--- src/rtl/cpu_pkg.sv ---
// Shared constants and FSM encoding for the register readout serializer.
// The PARITY state exists only when READOUT_PARITY_EN is defined.
package cpu_pkg;

    localparam int unsigned DEFAULT_WIDTH = 10;

    typedef enum logic [1:0] {
        ST_IDLE   = 2'd0,
        ST_SHIFT  = 2'd1,
`ifdef READOUT_PARITY_EN
        ST_PARITY = 2'd2,
`endif
        ST_DONE   = 2'd3
    } readout_state_t;

endpackage

--- src/rtl/readout_shreg.sv ---
// Loadable left-shift register with registered MSB tap, zero fill from the LSB.
module readout_shreg #(
    parameter int unsigned WIDTH = 10
) (
    input  logic             clk,
    input  logic             rst,
    input  logic             i_load,
    input  logic             i_shift,
    input  logic [WIDTH-1:0] i_data,
    output logic             o_msb
);

    logic [WIDTH-1:0] r_data;

    // Load has priority; a full frame of shifts drains the register back to zero.
    always_ff @(posedge clk or negedge rst) begin
        if (!rst) begin
            r_data <= '0;
        end else if (i_load) begin
            r_data <= i_data;
        end else if (i_shift) begin
            r_data <= {r_data[WIDTH-2:0], 1'b0};
        end
    end

    assign o_msb = r_data[WIDTH-1];

endmodule

--- src/rtl/reg_readout.sv ---
// Serializes one selected register word MSB first, then pulses done.
// Define READOUT_PARITY_EN to append an even-parity bit to every frame.
module reg_readout
    import cpu_pkg::*;
#(
    parameter int unsigned WIDTH = DEFAULT_WIDTH,
    parameter int unsigned NREGS = 4
) (
    input  logic                     clk,
    input  logic                     rst,
    input  logic [NREGS*WIDTH-1:0]   regs,
    input  logic [$clog2(NREGS)-1:0] addr,
    input  logic                     start,
    output logic                     busy,
    output logic                     sdo,
    output logic                     sdo_valid,
    output logic                     done
);

    localparam int unsigned AW = $clog2(NREGS);
    localparam int unsigned CW = (WIDTH > 1) ? $clog2(WIDTH) : 1;
`ifdef READOUT_PARITY_EN
    localparam int unsigned FRAME_W = WIDTH + 1;
`else
    localparam int unsigned FRAME_W = WIDTH;
`endif

    readout_state_t   r_state;
    logic [CW-1:0]    r_cnt;
    logic             r_busy;
    logic             r_sdo_valid;
    logic             r_done;

    logic [WIDTH-1:0]   w_word;
    logic [FRAME_W-1:0] w_frame;
    logic               w_load;
    logic               w_shift;
    logic               w_msb;

    // Word mux; out-of-range addresses read as zero.
    always_comb begin
        w_word = '0;
        for (int i = 0; i < int'(NREGS); i++) begin
            if (addr == AW'(i)) begin
                w_word = regs[i*WIDTH +: WIDTH];
            end
        end
    end

    // Parity is known at capture time, so it rides in the shift register as the last bit.
`ifdef READOUT_PARITY_EN
    assign w_frame = {w_word, ^w_word};
    assign w_shift = (r_state == ST_SHIFT) || (r_state == ST_PARITY);
`else
    assign w_frame = w_word;
    assign w_shift = (r_state == ST_SHIFT);
`endif
    assign w_load = (r_state == ST_IDLE) && start;

    readout_shreg #(
        .WIDTH (FRAME_W)
    ) u_shreg (
        .clk     (clk),
        .rst     (rst),
        .i_load  (w_load),
        .i_shift (w_shift),
        .i_data  (w_frame),
        .o_msb   (w_msb)
    );

    always_ff @(posedge clk or negedge rst) begin
        if (!rst) begin
            r_state     <= ST_IDLE;
            r_cnt       <= '0;
            r_busy      <= 1'b0;
            r_sdo_valid <= 1'b0;
            r_done      <= 1'b0;
        end else begin
            case (r_state)
                ST_IDLE: begin
                    if (start) begin
                        r_state     <= ST_SHIFT;
                        r_cnt       <= CW'(WIDTH - 1);
                        r_busy      <= 1'b1;
                        r_sdo_valid <= 1'b1;
                    end
                end
                ST_SHIFT: begin
                    if (r_cnt == '0) begin
`ifdef READOUT_PARITY_EN
                        r_state     <= ST_PARITY;
`else
                        r_state     <= ST_DONE;
                        r_sdo_valid <= 1'b0;
                        r_done      <= 1'b1;
`endif
                    end else begin
                        r_cnt <= r_cnt - CW'(1);
                    end
                end
`ifdef READOUT_PARITY_EN
                ST_PARITY: begin
                    r_state     <= ST_DONE;
                    r_sdo_valid <= 1'b0;
                    r_done      <= 1'b1;
                end
`endif
                ST_DONE: begin
                    r_state <= ST_IDLE;
                    r_busy  <= 1'b0;
                    r_done  <= 1'b0;
                end
                default: begin
                    r_state     <= ST_IDLE;
                    r_cnt       <= '0;
                    r_busy      <= 1'b0;
                    r_sdo_valid <= 1'b0;
                    r_done      <= 1'b0;
                end
            endcase
        end
    end

    assign busy      = r_busy;
    assign sdo       = w_msb;
    assign sdo_valid = r_sdo_valid;
    assign done      = r_done;

endmodule

--- config.mk ---
export PLATFORM = sky130hd
export DESIGN_NAME = reg_readout
export DESIGN_NICKNAME = d
export VERILOG_FILES = /design/src/rtl/cpu_pkg.sv /design/src/rtl/readout_shreg.sv /design/src/rtl/reg_readout.sv
export SDC_FILE = /design/constraint.sdc
export NUM_CORES = 1
export LEC_CHECK = 0
export ABC_CLOCK_PERIOD_IN_PS = 3380
export BUFFER_PORTS_ARGS = -buffer_cell sky130_fd_sc_hd__buf_4
export CAP_MARGIN = 30
export CORE_MARGIN = 4
export CORE_UTILIZATION = 41
export DETAILED_ROUTE_END_ITERATION = 8
export PLACE_DENSITY = 0.77
export RECOVER_POWER = 100
export SLEW_MARGIN = 10
export SYNTH_ARGS = -nofsm -noshare
export SYNTH_HDL_FRONTEND = slang
export SYNTH_SLANG_ARGS = --single-unit
--- constraint.sdc ---
create_clock -name clk -period 3.38 [get_ports clk]
set_clock_uncertainty 0.1 [all_clocks]
set_input_delay 0.338 -clock clk [delete_from_list [all_inputs] [get_ports clk]]
set_output_delay 0.338 -clock clk [all_outputs]
set_load 0.02 [all_outputs]
==> metrics.cfg, run 1 <==
[status]
status = finished clean

[power_and_ir_drop]
power_density_nw_per_um2 = 664
finalPower_mw = 1.03
p_leak_nw = 0.694
p_int_uw = 603
seqPwrFrac_pct = 43.9
p_sw_uw = 427
combPwrFrac_pct = 44.8
p_sw_share_pct = 41.5
clock_power_share_pct = 11.3
ir_drop_v = 0.000453

[synth]
synth_nets = 163
syn_inst = 116
syn_area_um2 = 1180
avgSynthCellArea_um2 = 10.2
yosysUniqueCellTypes = 28
synth-seq-cells = 19
ys_seq_area_share_pct = 40.3
ys_warn_count = 0

[cells_and_area]
final_cell_mix = buf_4 (43), nor2_1 (22), dfrtp_1 (19), o22ai_1 (12), mux4_2 (10)
final_common_cell = buf_4
syn_to_final_growth_pct = 31.4
regArea_um2 = 475
n_fill_cell = 237
n_antenna_cell = 0
drive_gt1_share_pct = 37.5
nNetsFinal = 208
multiInputGateArea_um2 = 641

[worst_setup_path]
crit_path_cell_trace = inv_1, ha_1, or3b_1, a32oi_1, o21ai_0
critPathTopFamily = simple AND/OR/NAND/NOR gates
path_max_fanout = 5
critical_path_class = reg -> reg
regToRegSetupSlack_ns = 1.65
worst-path-buf-inv = 1
r2r-start = r_cnt[1]
endpoint_kind = register
reg2reg_depth = 5
worst_ep_required_time_ns = 3.45
crit_path_start_kind = register
slowest_delay_ns = 0.45
slowest_stage = or3b_1
cp.arrival_ns = 1.80
r2r_end = r_cnt[2]

[timing]
final_hold_viol_count = 0
max_slew_margin_pct = 33.8
fmax_ghz = 0.578
setup_viol = 0
tightest_slew_ns = 0.993
finalMaxSlewViolations = 0
fin_setup_tns_ns = 0
finalCriticalPeriod_ns = 1.73
fin_ws_ns = 1.65
rsz0062_at_grt = no
fin_crit_sh_pct = 51.2

[drt]
num_vias = 1105
ant_nets = 0
wl_per_cell_um = 14.7
drt_wl_total_um = 2810
viasPerCell = 5.79
dr.pass1.iters = 5
drt_iter0_drc = 53
drc_errors = 0

[placed_design]
pre_cts_ws_ns = 1.72
globalplace.congestion = 0.895
port_buffers = 48
hpwl_um = 2250

[clocking]
path_clk_slew_ns = 0.10
postCtsResizedCells = 0
htreeDepth = 1
clkSinkCount = 19
clkLatencyLatePin_ns = 0.30
cts_root_buf = clkbuf_4
cts_buffers = 3
clockBufferDepth = 2
cts_tree = built

[min_path]
worstHoldPathType = in -> reg
hold_path_end = busy
min_path_cells = 3
hold_path_startpoint = start

[grt]
grt_max_degree = 20
track_usage_pct = 15.8
antenna_found_initial = 0
grt_pass1_vias = 1171
grt_overflow = 0
grt_pass1_wl_um = 4550

[floorplan]
die_w_um = 61.7
coreArea_um2 = 2760
io_pins = 49
die_h_um = 61.7
initial_core_util_pct = 42.8
dieArea_um2 = 3800
rows = 19

[run]
cap_violations = 0

==> cell families after synthesis <==
logic type      Yosys count  synth area share, %
mux                      11                 19.9
buf+inv                  14                 5.51
flops                    19                 40.3
fa+ha+maj                 2                 2.12
simple gates             43                 17.6
compound gates           27                 14.6
==> registers in the layout, summed over array words and instances, names as in the netlist <==
signal,flops
r_cnt,4
done,1
r_state,2
busy,1
u_shreg.r_data,10
sdo_valid,1
==> worst register-to-register path: cells and delay by family (launching register included) <==
family          cells  cell delay [ns]
compound gates      2             0.35
fa+ha+maj           1             0.16
buf+inv             1             0.12
flops               1             0.43
simple gates        1             0.45
==> stage by stage <==
stage          utilization, %  hold slack [ns]  instance area (µm²)  std cells
6_report                 56.3            0.231                 1550        191
5_1_grt                  56.3            0.246                 1550        191
4_1_cts                  56.9            0.219                 1570        191
3_3_place_gp             55.6            0.120                 1530        186
3_5_place_dp             55.6            0.128                 1530        186
2_1_floorplan               -          -0.0576                 1180        116
==> synth_stat cells <==
master,n,share of area [%]
ha_1,2,2.1
nand3_1,1,0.42
o22ai_1,12,6.4
mux2i_1,1,0.85
or3b_1,2,1.5
nand2_1,1,0.32
clkbuf_2,1,0.42
o21ai_1,3,1.3
mux4_2,10,19
o211ai_1,1,0.64
dfrtp_1,19,40
and2b_2,1,0.74
nand2b_1,3,1.6
clkbuf_1,4,1.3
nor3_1,9,3.8
o21ai_0,2,0.85
nor4_1,2,1.1
a32oi_1,1,0.74
o21ba_2,2,1.7
a31oi_1,1,0.53
nor3b_1,1,0.64
a21oi_1,4,1.7
buf_2,3,1.3
nor2_1,22,7.0
or2_2,1,0.53
buf_6,1,0.95
inv_1,5,1.6
o32a_1,1,0.85
==> power groups by stage <==
stage | combinational (mW) | sequential [mW] | clock [mW]
after floorplan | 0.338 | 0.444 | 0
after global placement | 0.455 | 0.446 | 0
after detailed placement | 0.483 | 0.454 | 0
after CTS | 0.484 | 0.450 | 0.118
after global routing | 0.523 | 0.468 | 0.129
final | 0.462 | 0.453 | 0.117
==> routing by layer <==
metal  GRT usage [%]  wire length, µm  up-vias
met5               0                0        -
met4            7.27               34        0
met3            2.94              260        5
met2            26.3             1330       57
met1            19.8             1180      522
li1                -                -      521
==> layout make-up <==
type	instances	share of cell area, %
Inverter	5	1.21
Timing Repair Buffer	49	22.7
Clock buffer	4	1.69
Multi-Input combinational cell	83	41.3
Sequential cell	19	30.6
Tap cell	31	2.50
==> how the worst max path moves through the flow <==
stage	from	end	cells past startpoint	slack, ns
2_1_floorplan	r_cnt[0]	r_cnt[2]	6	1.82
3_3_place_gp	r_cnt[0]	r_cnt[2]	5	1.79
3_5_place_dp	r_cnt[0]	r_cnt[2]	5	1.72
4_1_cts	r_cnt[0]	r_cnt[2]	5	1.69
5_1_grt	r_cnt[0]	r_cnt[2]	5	1.58
6_report	r_cnt[1]	r_cnt[2]	5	1.65
==> what timing repair did <==
item                                   in CTS  in global routing
endpoints found under the hold margin      19                  0
hold buffers                                1                  0
buffers inserted                            0                  0
No activity file was read; power rests on OpenSTA's default activity.
==> inputs of run 2 (changes only) <==
ABC_AREA = 1   (was not set)
ABC_CLOCK_PERIOD_IN_PS = 1760   (was 3380)
PLACE_DENSITY = 0.76   (was 0.77)
clock period = 1.76 ns   (was 3.38 ns; I/O delays follow)
==> metrics.cfg, run 2 <==
[synth]
syn_area_um2 = 1280  ; +8.2%
ys_seq_area_share_pct = 37.2  ; -3.0 points
synth.top_cells.by_area = dfrtp_1 (37%), nand2_1 (16%), o21ai_0 (10%)
syn_inst = 198  ; +71%
synthAdderAreaFrac_pct = 1.96  ; -0.16 points
synth_top_area_share_pct = 37.2  ; -3.0 points
synthArstFlopShare_pct = 100  ; unchanged
synth-edff-count = 0  ; unchanged
synth_common_cells = nand2_1 (53), inv_1 (29), o21ai_0 (26)
synth-xor-area-share_pct = 0  ; unchanged
ys_warn_count = 0  ; unchanged
synth_top_family_by_area = simple AND/OR/NAND/NOR gates
yosysUniqueCellTypes = 16  ; -43%
muxShareOfSynthArea_pct = 0  ; -20 points
yosys.area_share.simple_pct = 33.9  ; +16 points
synth_nets = 245  ; +50%
avgSynthCellArea_um2 = 6.45  ; -37%
ys.flop_type = dfrtp_1
post-synth-top-count-cell = nand2_1
yosys.area.top_type = dfrtp_1
synth_compound_area_share_pct = 14.1  ; -0.51 points
synth-seq-cells = 19  ; unchanged

[power_and_ir_drop]
ir_drop_v = 0.000789  ; +74%
finalPower_mw = 1.99  ; +93%
p_leak_nw = 0.927  ; +34%
power_density_nw_per_um2 = 1200  ; +81%

[placed_design]
globalplace.congestion = 0.856  ; -4.3%
hpwl_um = 2380  ; +5.8%
port_buffers = 48  ; unchanged

[run]
cap_violations = 0  ; unchanged

[timing]
final_hold_viol_count = 0  ; unchanged
fmax_ghz = 0.679  ; +17%
max_slew_margin_pct = 32.1  ; -1.7 points
rsz0062_at_grt = no
finalCriticalPeriod_ns = 1.47  ; -0.257 ns
tightest_slew_ns = 1.02  ; +0.0258 ns
fin_crit_sh_pct = 83.7  ; +33 points
fin_setup_tns_ns = 0  ; unchanged
setup_viol = 0  ; unchanged
finalMaxSlewViolations = 0  ; unchanged

[worst_setup_path]
slowest_stage = dfrtp_1
cpMostUsedCell = nor2_1
cp.arrival_ns = 1.55  ; -0.25 ns
crit_path_end = r_cnt[2]
crit_start = r_cnt[0]
regToRegSetupSlack_ns = 0.29  ; -1.36 ns
r2r_end = r_cnt[2]
r2r-start = r_cnt[0]
reg2reg_depth = 7  ; +2
critical_path_class = reg -> reg
crit_path_start_kind = register
worst_ep_required_time_ns = 1.84  ; -1.61 ns
path_max_fanout = 5  ; unchanged
slowest_delay_ns = 0.39  ; -0.06 ns
endpoint_kind = register
crit_path_cell_trace = inv_1, ha_1, nand3_1, nor2_1, nor2_1, nand2_1, o21ai_0

[clocking]
cts_root_buf = clkbuf_4
path_clk_slew_ns = 0.10  ; about the same
clkLatencyLatePin_ns = 0.30  ; about the same
cts_buffers = 3  ; unchanged
clkSinkCount = 19  ; unchanged
cts_tree = built
cts_setup_buffers = 0  ; unchanged
postCtsResizedCells = 0  ; unchanged
htreeDepth = 1  ; unchanged
clockBufferDepth = 2  ; unchanged

[drt]
drt_iter0_drc = 106  ; +100%
num_vias = 1304  ; +18%
drt_wl_total_um = 3080  ; +9.6%
viasPerCell = 4.58  ; -21%
drc_errors = 0  ; unchanged
ant_nets = 0  ; unchanged
dr.pass1.iters = 4  ; -1
wl_per_cell_um = 10.8  ; -27%

[cells_and_area]
final_cell_mix = nand2_1 (53), buf_4 (43), inv_1 (29), o21ai_0 (26), nand3_1 (23)
nNetsFinal = 291  ; +40%
largest_reg_flops = 10  ; unchanged
final_common_cell = nand2_1
drive_gt1_share_pct = 20.2  ; -17 points
n_fill_cell = 287  ; +21%
final_util_pct = 57.6  ; +1.3 points
n_antenna_cell = 0  ; unchanged
top_regs = u_shreg.r_data (10), r_cnt (4), r_state (2)
syn_to_final_growth_pct = 29.7
top_register = u_shreg.r_data

[grt]
antenna_found_initial = 0  ; unchanged
track_usage_pct = 15.6  ; -0.23 points
grt_overflow = 0  ; unchanged
grt_pass1_wl_um = 5090  ; +12%
grt_pass1_vias = 1179  ; +0.68%
grt_max_degree = 24  ; +20%

[floorplan]
rows = 19  ; unchanged
coreArea_um2 = 2880  ; +4.3%
die_w_um = 63.8  ; +3.5%
die_h_um = 63.8  ; +3.5%
dieArea_um2 = 4070  ; +7.1%
io_pins = 49  ; unchanged
initial_core_util_pct = 44.4  ; +1.6 points

[min_path]
worstHoldPathType = in -> reg

[status]
status = finished clean

## run 2: changes by cell type in the layout (fill, tap and decap cells not counted), sizes merged, moves of 3 or more
cell,previous run,this run
a21oi,4,10
inv,5,29
mux4,10,0
nand2,1,54
nand2b,3,0
nand3,1,23
nor3,9,0
o21ai,5,26
o22ai,12,0
## run 2: worst max-delay path, delay by kind of cell (launching register included)
family / cells / cell delay [ns]
and+or+nand+nor: 4 / 0.49
DFF: 1 / 0.39
adders and majority gates: 1 / 0.16
buffers and inverters: 1 / 0.13
AOI/OAI and AO/OA: 1 / 0.08
## run 2: timing repair
action | in CTS | in global routing
endpoints found under the setup margin | 0 | 0
endpoints found under the hold margin | 19 | 0
hold buffers | 1 | 0
## run 2: layout make-up
cell class	count	area, µm²	area share, %
sequential	19	475	28.7
timing repair buffer	50	355	21.5
inverter	29	109	6.57
clock buffer	4	26.3	1.59
multi-input combinational	141	638	38.5
tap	42	52.6	3.17
## run 2: how the worst min path moves through the flow
stage | end | from | depth (start not counted)
after floorplan | busy | rst | 0
after global placement | done | rst | 1
after detailed placement | done | rst | 1
after CTS | u_shreg.r_data[0] | regs[30] | 5
after global routing | u_shreg.r_data[0] | regs[30] | 5
final | u_shreg.r_data[0] | regs[30] | 5
## run 2: kinds of logic after synthesis
| family | after synthesis |
|---|---|
| fa+ha+maj | 2 |
| compound gates | 36 |
| simple gates | 103 |
| buf+inv | 38 |
| flops | 19 |
## run 2: per-stage QoR
step	hold slack [ns]	instance area (µm²)	setup WS (ns)	std cells
after CTS	0.0998	1680	0.300	285
after floorplan	-0.220	1280	0.487	198
after detailed placement	-0.0362	1640	0.322	280
after global routing	0.137	1660	0.0901	285
final	0.108	1660	0.287	285
after global placement	-0.0364	1640	0.363	280
## run 2: power by group
group	switching (mW)	internal, mW
Sequential	0.111	0.649
Combinational	0.633	0.382
Clock	0.130	0.0883
Total	0.874	1.12
## run 2: layer usage
metal | part of all wire (%) | global-route usage [%] | up-vias
met2 | 49 | 27.0 | 16
met1 | 47 | 19.4 | 571
li1 | - | - | 715
met4 | 0.58 | 4.04 | 0
met3 | 2.7 | 3.68 | 2
met5 | 0 | 0 | -
==> inputs of run 3 (changes only) <==
ABC_CLOCK_PERIOD_IN_PS = 1500   (was 1760)
clock period = 1.5 ns   (was 1.76 ns; I/O delays follow)
==> metrics.cfg, run 3 (synthesis results as in run 2) <==
[status]
status = finished clean

[worst_setup_path]
r2r-start = r_cnt[0]
worst-path-buf-inv = 1  ; unchanged
reg2reg_depth = 7  ; unchanged
path_max_fanout = 5  ; unchanged
critical_path_class = reg -> reg
r2r_end = r_cnt[2]
endpoint_kind = register
crit_path_cell_trace = inv_2, ha_1, nand3_2, nor2_2, nor2_1, nand2_1, o21ai_0
slowest_stage = dfrtp_1
regToRegSetupSlack_ns = 0.1  ; -0.19 ns
cp.arrival_ns = 1.49  ; -0.06 ns
slowest_delay_ns = 0.40  ; about the same
critPathTopFamily = simple AND/OR/NAND/NOR gates
crit_path_start_kind = register
worst_ep_required_time_ns = 1.58  ; -0.26 ns

[drt]
num_vias = 1361  ; +4.4%
drt_iter0_drc = 101  ; -4.7%
dr.pass1.iters = 4  ; unchanged
wl_per_cell_um = 11.3  ; +4.5%
drt_wl_total_um = 3280  ; +6.7%
ant_nets = 0  ; unchanged
viasPerCell = 4.68  ; +2.2%
drc_errors = 0  ; unchanged

[clocking]
path_clk_slew_ns = 0.10  ; about the same
cts_buffers = 3  ; unchanged
cts_root_buf = clkbuf_4
clkLatencyLatePin_ns = 0.30  ; about the same
clockBufferDepth = 2  ; unchanged
cts_tree = built
clkSinkCount = 19  ; unchanged
htreeDepth = 1  ; unchanged

[cells_and_area]
nNetsFinal = 297  ; +2.1%
syn_to_final_growth_pct = 34.2
final_util_pct = 59.6  ; +2.0 points
largest_reg_flops = 10  ; unchanged
top_register = u_shreg.r_data
top_regs = u_shreg.r_data (10), r_cnt (4), r_state (2)
instances_no_fill = 291  ; +2.1%
drive_gt1_share_pct = 24.5  ; +4.3 points
final_common_cell = nand2_1
final_cell_mix = nand2_1 (53), buf_4 (50), inv_1 (27), o21ai_0 (25), nand3_1 (22)
n_antenna_cell = 0  ; unchanged

[grt]
grt_max_degree = 20  ; -17%
antenna_found_initial = 0  ; unchanged
grt_pass1_wl_um = 5550  ; +8.9%
track_usage_pct = 16.5  ; +0.93 points
grt_overflow = 0  ; unchanged
grt_pass1_vias = 1338  ; +13%

[min_path]
hold_path_startpoint = regs[30]
hold_path_end = u_shreg.r_data[0]
min_path_cells = 5  ; unchanged
worstHoldPathType = in -> reg

[placed_design]
hpwl_um = 2570  ; +7.9%
port_buffers = 48  ; unchanged
globalplace.congestion = 0.854  ; -0.21%
dp_cells = 284  ; +1.4%
pre_cts_ws_ns = 0.0466  ; -0.275 ns

[timing]
fin_crit_sh_pct = 93.5  ; +9.8 points
finalCriticalPeriod_ns = 1.40  ; -0.0701 ns
final_hold_viol_count = 0  ; unchanged
setup_viol = 0  ; unchanged
fin_ws_ns = 0.0974  ; -0.190 ns
fmax_ghz = 0.713  ; +5.0%
max_slew_margin_pct = 68.5  ; +36 points
tightest_slew_ns = 0.472  ; -0.547 ns
fin_setup_tns_ns = 0  ; unchanged
finalMaxSlewViolations = 0  ; unchanged

[floorplan]
io_pins = 49  ; unchanged
dieArea_um2 = 4070  ; unchanged
initial_core_util_pct = 44.4  ; unchanged
die_w_um = 63.8  ; unchanged
rows = 19  ; unchanged
die_h_um = 63.8  ; unchanged
coreArea_um2 = 2880  ; unchanged

[power_and_ir_drop]
p_leak_nw = 0.961  ; +3.6%
finalPower_mw = 2.52  ; +27%
ir_drop_v = 0.000782  ; -0.80%
power_density_nw_per_um2 = 1470  ; +22%

[run]
cap_violations = 0  ; unchanged

## run 3: cell count changes in the layout (fill, tap and decap cells not counted), sizes merged
| cell | delta |
|---|---|
| buf | +7 |
| clkbuf | -1 |
## run 3: final cells by class
cell class                      count  area [µm²]
Fill cell                         288        1160
Multi-Input combinational cell    141         646
Sequential cell                    19         475
Timing Repair Buffer               56         405
Inverter                           29         109
Tap cell                           42        52.6
Clock buffer                        4        26.3
## run 3: routing by layer
metal | global-route usage (%) | vias up | wire length (µm) | share of wire [%]
met4 | 3.23 | 0 | 15 | 0.46
met2 | 28.8 | 20 | 1680 | 51
met1 | 20.8 | 613 | 1470 | 45
met3 | 3.85 | 2 | 112 | 3.4
li1 | - | 726 | - | -
met5 | 0 | - | 0 | 0
## run 3: what timing repair did
| item | 4_1_cts | 5_1_grt |
|---|---|---|
| hold buffers | 1 | 0 |
| resized for setup | 0 | 5 |
| endpoints found under the setup margin | 0 | 3 |
| hold endpoints to repair | 19 | 0 |
| buffers inserted | 0 | 2 |
## run 3: power breakdown
part | total (mW) | internal [mW] | switching (mW)
registers | 0.885 | 0.761 | 0.125
clock network | 0.259 | 0.104 | 0.156
logic | 1.38 | 0.563 | 0.814
## run 3: worst max path at each step
stage	start	to	slack [ns]	cells after the start
global placement	r_cnt[0]	r_cnt[0]	0.13	6
floorplan	r_cnt[0]	r_cnt[2]	0.23	7
finish	r_cnt[0]	r_cnt[2]	0.1	7
CTS	r_cnt[0]	r_cnt[0]	0.02	6
global route	r_cnt[0]	r_cnt[2]	-0.03	7
detailed placement	r_cnt[0]	r_cnt[0]	0.05	6
## run 3: worst min-delay path, cell delays in order
cell and delay, ns:
buf_4 0.08, nor2_1 0.03, nor2_1 0.09, nand2_1 0.06, nand2_1 0.05
## run 3: through the flow
stage / cell area (µm²) / hold slack (ns)
6_report: 1710 / 0.0837
3_3_place_gp: 1670 / -0.0615
5_1_grt: 1710 / 0.123
4_1_cts: 1710 / 0.0863
2_1_floorplan: 1280 / -0.246
3_5_place_dp: 1670 / -0.0624
